File: src/rtl/mnd_sched_pkg.sv
// Shared encodings for the multiply/divide scheduler:
// E-stage opcodes, unit op types, HI/LO write selects, FSM states.
package mnd_sched_pkg;

  localparam logic [3:0] EOP_NONE  = 4'd0;
  localparam logic [3:0] EOP_MULT  = 4'd1;
  localparam logic [3:0] EOP_MULTU = 4'd2;
  localparam logic [3:0] EOP_DIV   = 4'd3;
  localparam logic [3:0] EOP_DIVU  = 4'd4;
  localparam logic [3:0] EOP_MFHI  = 4'd5;
  localparam logic [3:0] EOP_MFLO  = 4'd6;
  localparam logic [3:0] EOP_MTHI  = 4'd7;
  localparam logic [3:0] EOP_MTLO  = 4'd8;

  // Unit op types share the EOp codes so EOp can be forwarded as-is.
  localparam logic [3:0] MND_TYPE_DEFAULT = 4'd0;
  localparam logic [3:0] MND_MULT         = EOP_MULT;
  localparam logic [3:0] MND_MULTU        = EOP_MULTU;
  localparam logic [3:0] MND_DIV          = EOP_DIV;
  localparam logic [3:0] MND_DIVU         = EOP_DIVU;

  localparam logic [1:0] MND_WE_NONE    = 2'd0;
  localparam logic [1:0] MND_WRITE_HI   = 2'd1;
  localparam logic [1:0] MND_WRITE_LO   = 2'd2;

  typedef enum logic [1:0] {
    ST_IDLE    = 2'd0,
    ST_MULBUSY = 2'd1,
    ST_DIVBUSY = 2'd2
  } state_e;

  function automatic logic is_mul(input logic [3:0] op);
    return (op == EOP_MULT) || (op == EOP_MULTU);
  endfunction

  function automatic logic is_div(input logic [3:0] op);
    return (op == EOP_DIV) || (op == EOP_DIVU);
  endfunction

endpackage

File: src/rtl/mnd_sched.sv
// Multiply/divide issue scheduler: starts the unit, tracks its
// latency, and stalls E while a HI/LO user waits on a busy unit.
module mnd_sched
  import mnd_sched_pkg::*;
#(
  parameter int MULLAT = 5,
  parameter int DIVLAT = 10
) (
  input  logic       clk,
  input  logic       reset,
  input  logic       requestInt,
  input  logic [3:0] EOp,
  output logic       start,
  output logic [3:0] MNDType,
  output logic [1:0] MNDWE,
  output logic       stallE,
  output logic       busy,
  output logic       done
);

  localparam int MAXLAT = (MULLAT > DIVLAT) ? MULLAT : DIVLAT;
  localparam int CW     = $clog2(MAXLAT) + 1;

  localparam logic [CW-1:0] MUL_END = CW'(MULLAT);
  localparam logic [CW-1:0] DIV_END = CW'(DIVLAT);
  localparam logic [CW-1:0] CNT_ONE = CW'(1);

  state_e        state_q, state_d;
  logic [CW-1:0] cnt_q, cnt_d;
  logic          idle;
  logic          issue;
  logic          last;

  // Issue decision, end-of-op detection and next state/count.
  always_comb begin
    idle    = (state_q == ST_IDLE);
    issue   = (is_mul(EOp) || is_div(EOp)) && idle && !requestInt;
    last    = ((state_q == ST_MULBUSY) && (cnt_q == MUL_END)) ||
              ((state_q == ST_DIVBUSY) && (cnt_q == DIV_END));
    state_d = state_q;
    cnt_d   = cnt_q;
    if (!requestInt) begin
      if (idle) begin
        if (issue) begin
          state_d = is_mul(EOp) ? ST_MULBUSY : ST_DIVBUSY;
          cnt_d   = CNT_ONE;
        end
      end else if (last) begin
        state_d = ST_IDLE;
        cnt_d   = '0;
      end else begin
        cnt_d = cnt_q + CNT_ONE;
      end
    end
  end

  // State and latency counter; reset wins even mid-operation.
  always_ff @(posedge clk) begin
    if (reset) begin
      state_q <= ST_IDLE;
      cnt_q   <= '0;
    end else begin
      state_q <= state_d;
      cnt_q   <= cnt_d;
    end
  end

  // Outputs, all forced quiet while reset is held.
  always_comb begin
    start   = !reset && issue;
    MNDType = start ? EOp : MND_TYPE_DEFAULT;
    MNDWE   = MND_WE_NONE;
    if (!reset && idle && !requestInt) begin
      if (EOp == EOP_MTHI) MNDWE = MND_WRITE_HI;
      if (EOp == EOP_MTLO) MNDWE = MND_WRITE_LO;
    end
    stallE  = !reset && (EOp != EOP_NONE) && !idle;
    busy    = !reset && !idle;
    done    = !reset && last && !requestInt;
  end

endmodule

File: config.mk
export PLATFORM = sky130hd
export DESIGN_NAME = mnd_sched
export DESIGN_NICKNAME = d
export VERILOG_FILES = /design/src/rtl/mnd_sched_pkg.sv /design/src/rtl/mnd_sched.sv
export SDC_FILE = /design/constraint.sdc
export NUM_CORES = 1
export LEC_CHECK = 0
export CAP_MARGIN = 25
export CORE_MARGIN = 8
export CORE_UTILIZATION = 40
export CTS_CLUSTER_SIZE = 25
export DETAILED_ROUTE_END_ITERATION = 16
export PLACE_DENSITY_LB_ADDON = 0.08
export REMOVE_ABC_BUFFERS = 1
export SYNTH_ARGS = -nofsm -noshare
export SYNTH_HDL_FRONTEND = slang
export SYNTH_SLANG_ARGS = --single-unit
File: constraint.sdc
create_clock -name clk -period 1.5 [get_ports clk]
set_input_delay 0.225 -clock clk [delete_from_list [all_inputs] [get_ports clk]]
set_output_delay 0.225 -clock clk [all_outputs]
set_load 0.005 [all_outputs]
Word level (Yosys, flattened, before mapping)
Cells that the tools add are included.
Cells by class
  muxes and demuxes: 11
  eq/ne operators: 11
  $add $sub $neg: 1
  $mul: 0
  div/mod/pow operators: 0
  bitwise operators: 1
  order comparisons: 0
  shift operators: 0
  reductions and logical operators: 24
Operator list (number)
  $mux W5: 3
  $logic_and A1 B1 Y1: 12
  $mux W2: 6
  $eq A4 B2 Y1 const B: 2
  $eq A4 B3 Y1 const B: 2
  $add A5 B1 Y5 const B: 1
  $eq A5 B3 Y1 const B: 1
  $eq A5 B4 Y1 const B: 1
  $eq A4 B1 Y1 const B: 1
  $eq A4 B4 Y1 const B: 1
  $logic_or A1 B1 Y1: 4
  $mux W4: 1
  $reduce_bool A4 Y1: 1
  $logic_not A1 Y1: 3
  $reduce_and A3 Y1: 1
  $eq A2 B1 Y1 const B: 1
  $eq A2 B2 Y1 const B: 1
  $logic_not A2 Y1: 1
  $ne A2 B1 Y1 const B: 1
  $reduce_and A2 Y1: 1
  $reduce_bool A2 Y1: 1
  $mux W1: 1
  $not A1 Y1: 1
Word-level totals
  bits in latches: 0
  output and inout bits: 10
  logic and storage cells: 50
  ROM bits: 0
  register bits after elaboration: 7
  bits in writable memories: 0
  memories kept: 0

Logic depth before layout (Yosys ltp)
  depth in word-level cells: 7
  mapped depth: 6
  depth with buffers taken out: 6

Least setup slack after synthesis
OpenSTA, ideal clock, no wires.
  path type: register to register
  start: register cnt_q[0]
  end: register cnt_q[2]
  buffers on the path: 0
  path slack: -0.005 ns
  clock period less this slack: 1.505 ns
  stages on the path, launching flop included: 6
  arrival: 1.368 ns
  required time: 1.362 ns
  path through: dfxtp_1 -> ha_1 -> nor4bb_1 -> o21bai_2 -> o311ai_0 -> a21oi_1
Between the ends
  longest elaborated chain between the ends: 5
  elaborated cells between the ends (all ways): 8
  those cells by class: add/sub (1); eq/ne (2); mux (2); reduce/logical (3)
RTL lines
  from (decl): line mnd_sched.sv:29  | logic [CW-1:0] cnt_q, cnt_d;
  from (signal assigned): line mnd_sched.sv:64  | cnt_q <= cnt_d;
  branches (longest 3 deep; another with $add A5 B1 Y5)
  $mux W5 *: line mnd_sched.sv:48  | end else if (last) begin
  $mux W5 *: line mnd_sched.sv:43  | if (idle) begin
Mark *: on every way between the ends.
A chain may end at the register's enable or synchronous reset.

Worst setup path in the final report
  start: register cnt_q[1]
  end: output done
Between the ends
  longest elaborated chain between the ends: 5
  elaborated cells between the ends (all ways): 7
  those cells by class: eq/ne (2); reduce/logical (5)
RTL lines
  $eq A5 B3 Y1 or $eq A5 B4 Y1 (tied branches): line mnd_sched.sv:38, mnd_sched.sv:39
  $logic_and A1 B1 Y1, on equally long branches: line mnd_sched.sv:38, mnd_sched.sv:39
  $logic_or A1 B1 Y1 *: line mnd_sched.sv:38  | last = ((state_q == ST_MULBUSY) && (cnt_q == MUL_END)) ||
  $logic_and A1 B1 Y1 * (2 in series): line mnd_sched.sv:79  | done = !reset && last && !requestInt;
  to (decl): line mnd_sched.sv:18  | output logic done
Mark *: on every way between the ends. The rest lies on a longest branch, timed or not.

==> impl_metrics.csv <==
group,metric,value,unit
outcome,status,"finished, violations left",
outcome,violations,"negative setup slack",
sta,slew_viol_final,0,
clocking,cts_buffer_depth,2,
clocking,cts_tree,"yes",
die,core_region_area,0.00130,mm²
routing,via_count,750,
sta,rsz0062_at_grt,"true",
setup_path,critPathRequiredTime,1270,ps
power,peakVddDrop,0.000772,V
clocking,path_clk_slew,60,ps
die,start_util,43.2,%
setup_path,rr_worst_depth,8,
sta,finalHoldViolations,0,
clocking,numCtsBuffers,3,
routing,via_per_inst,5.73,
yosys,netlist_top_cells_area,"dfxtp_1 25%, ha_1 6.7%, a311oi_4 4.7%",
flow_run,maxCapViolCount,0,
finish,fin_nets,127,
clocking,ctsRootBufferMaster,"clkbuf_4",
clocking,cts-hold-fix-buffers,0,
yosys,syn_area,562,µm²
setup_path,cp_max_fo,3,
yosys,synth.top_cell.area_share,24.9,%
finish,seqCellArea,154,µm²
finish,layout-drive-gt1-share,66.4,%
sta,fin_crit,1680,ps
finish,fillers,75,
setup_path,critical_path.startpoint_type,"flop",
routing,drtIter0Drc,36,
worst_hold_path,hold_path_class,"in2reg",
yosys,ys_ff_latch,7,
global_routing,grt_pass1_vias,671,
clocking,h-tree-depth,1,
sta,post-route-period-util,112,%
yosys,synth_top_area_cell,"dfxtp_1",
place,dp_cells,121,
clocking,cts.sinks,7,
routing,m1WireLength,955,µm
yosys,synth-seq-area-share,24.9,%
finish,multi_input_comb_area,552,µm²
yosys,syn-instance-count,70,
place,gp_congestion,0.822,
sta,setup_violations,6,
routing,wl,2460,µm
power,powerDensity,545,mW/mm²
yosys,synthArstFlopShare,0,%
global_routing,track_usage,14.8,%
setup_path,path_class,"reg2out",
place,place_hpwl,1350,µm
power,p_leak,0.461,nW
yosys,synth_edf_count,0,
yosys,synth_ff_type,"dfxtp_1",
routing,dr_wl_met2,1290,µm
global_routing,grt_pass1_wl,3210,µm
yosys,yosysWarnings,0,
place,place_area,895,µm²
finish,insertedDiodeCount,0,
routing,firstDrtPassIters,4,
setup_path,crit_path_end_kind,"output port",
sta,max_freq,594,MHz
sta,finClkSkew,2.61,ps
global_routing,grt_antenna_before_repair,0,
routing,wl_met3,165,µm
sta,setup_ws,-183,ps
global_routing,grt-ovfl-total,0,
clocking,clock_latency,260,ps
die,die_w,53.5,µm
die,rows,13,
routing,wl_per_cell,18.8,µm
routing,maxUsedRoutingLayer,"met4",
routing,ant_nets,0,
place,port_buffers,15,
routing,drc,0,
die,ios,17,
worst_hold_path,whs_path_depth,3,
finish,postLayoutCellArea,0.00112,mm²
finish,fin_cells,131,
setup_path,arrival,1460,ps
global_routing,grt_max_degree,12,
die,die_y,53.5,µm
yosys,syn_avg_cell_area,8.03,µm²
yosys,netlist-cell-type-count,34,
finish,syn_to_final_growth,99.8,%
die,die-area,0.00286,mm²
## cell type report
cell class,instances,share of cell area (%)
multi-input cells,55,49.2
repair buffers,45,31.2
flip-flops and latches,7,13.7
clock buffers,4,2.34
inverters,5,1.90
well taps,15,1.67
## where the power goes
group	leakage, nW	internal (mW)	switching, mW
combinational	0.386	0.113	0.109
clock	0.0150	0.102	0.0813
sequential	0.0599	0.192	0.0136
## logic make-up (layout without fill, tap and decap cells)
logic type | count (synthesis) | in the layout | share of synthesized area (%)
AOI/OAI and AO/OA | 16 | 16 | 24.1
xor gates and xnor gates | 1 | 1 | 1.56
adders and majority gates | 3 | 3 | 6.68
buffers and inverters | 8 | 54 | 6.24
DFF | 7 | 7 | 24.9
other | 1 | 1 | 0.668
and+or+nand+nor | 34 | 34 | 35.9
## final timing paths
kind	startpoint	end	slack, ps
worst max-delay path	cnt_q[1]	done	-180
worst min-delay path	EOp[2]	state_q[0]	310
worst max register to register	cnt_q[1]	cnt_q[3]	-80
worst min register to register	cnt_q[4]	cnt_q[4]	500
## sequential cells by signal, indices dropped and copies added (netlist names)
signal and cells:
cnt_q 5, state_q 2
## Yosys cell counts, types with 2 or more instances
cell / number
dfxtp_1: 7
nand2_1: 6
inv_1: 5
a21oi_1: 4
nor2_1: 4
nor3_1: 4
ha_1: 3
nand3_1: 3
nor4_1: 3
or3_1: 3
nor2_2: 2
nor4bb_1: 2
o21a_1: 2
o21ai_1: 2
## metrics by stage
stage / TNS [ps] / setup slack [ps] / hold WS (ps) / power [mW] / utilization, %
floorplan: -10.8 / -5.41 / 294 / 0.267 / -
global placement: -5800 / -603 / 458 / 0.366 / 68.8
detailed placement: -6040 / -655 / 471 / 0.368 / 68.8
CTS: -723 / -237 / 438 / 0.568 / 77.4
global route: -982 / -250 / 327 / 0.635 / 86.3
finish: -483 / -183 / 313 / 0.611 / 86.3
## metal layers
layer	track usage, %	vias to the layer above
li1	-	349
met1	19.4	362
met2	23.8	34
met3	5.32	5
met4	0	0
met5	0	-
## worst max-delay path: stages, from the launching register on
cell      delay (ps)
dfxtp_4          360
inv_2             70
ha_4             120
nor4bb_4         200
o21bai_2         120
nor4_2           170
buf_2            160
## repair_timing
item | in CTS | in global routing
buffers inserted | 4 | 2
pin swaps | 10 | 10
resized for setup | 54 | 38
endpoints found under the hold margin | 0 | 0
setup endpoints to repair | 14 | 14
## cell usage in the layout (no fill, tap or decap), types with 2 or more instances in the layout
master,synthesis,routed
buf_4,1,27
buf_2,1,5
nand2_1,6,4
buf_6,0,4
dlygate4sd2_1,0,4
or3_1,3,3
a21oi_1,4,3
ha_4,0,3
clkbuf_4,0,3
dfxtp_4,0,3
clkbuf_2,0,3
inv_2,0,2
nor2_4,0,2
nor2_2,2,2
nor3_2,0,2
nor2_1,4,2
o21a_1,2,2
nor4bb_4,0,2
nand3_1,3,2
nor3_1,4,2
inv_1,5,2
dfxtp_1,7,2
dfxtp_2,0,2
(Power assumes the default switching activity.)
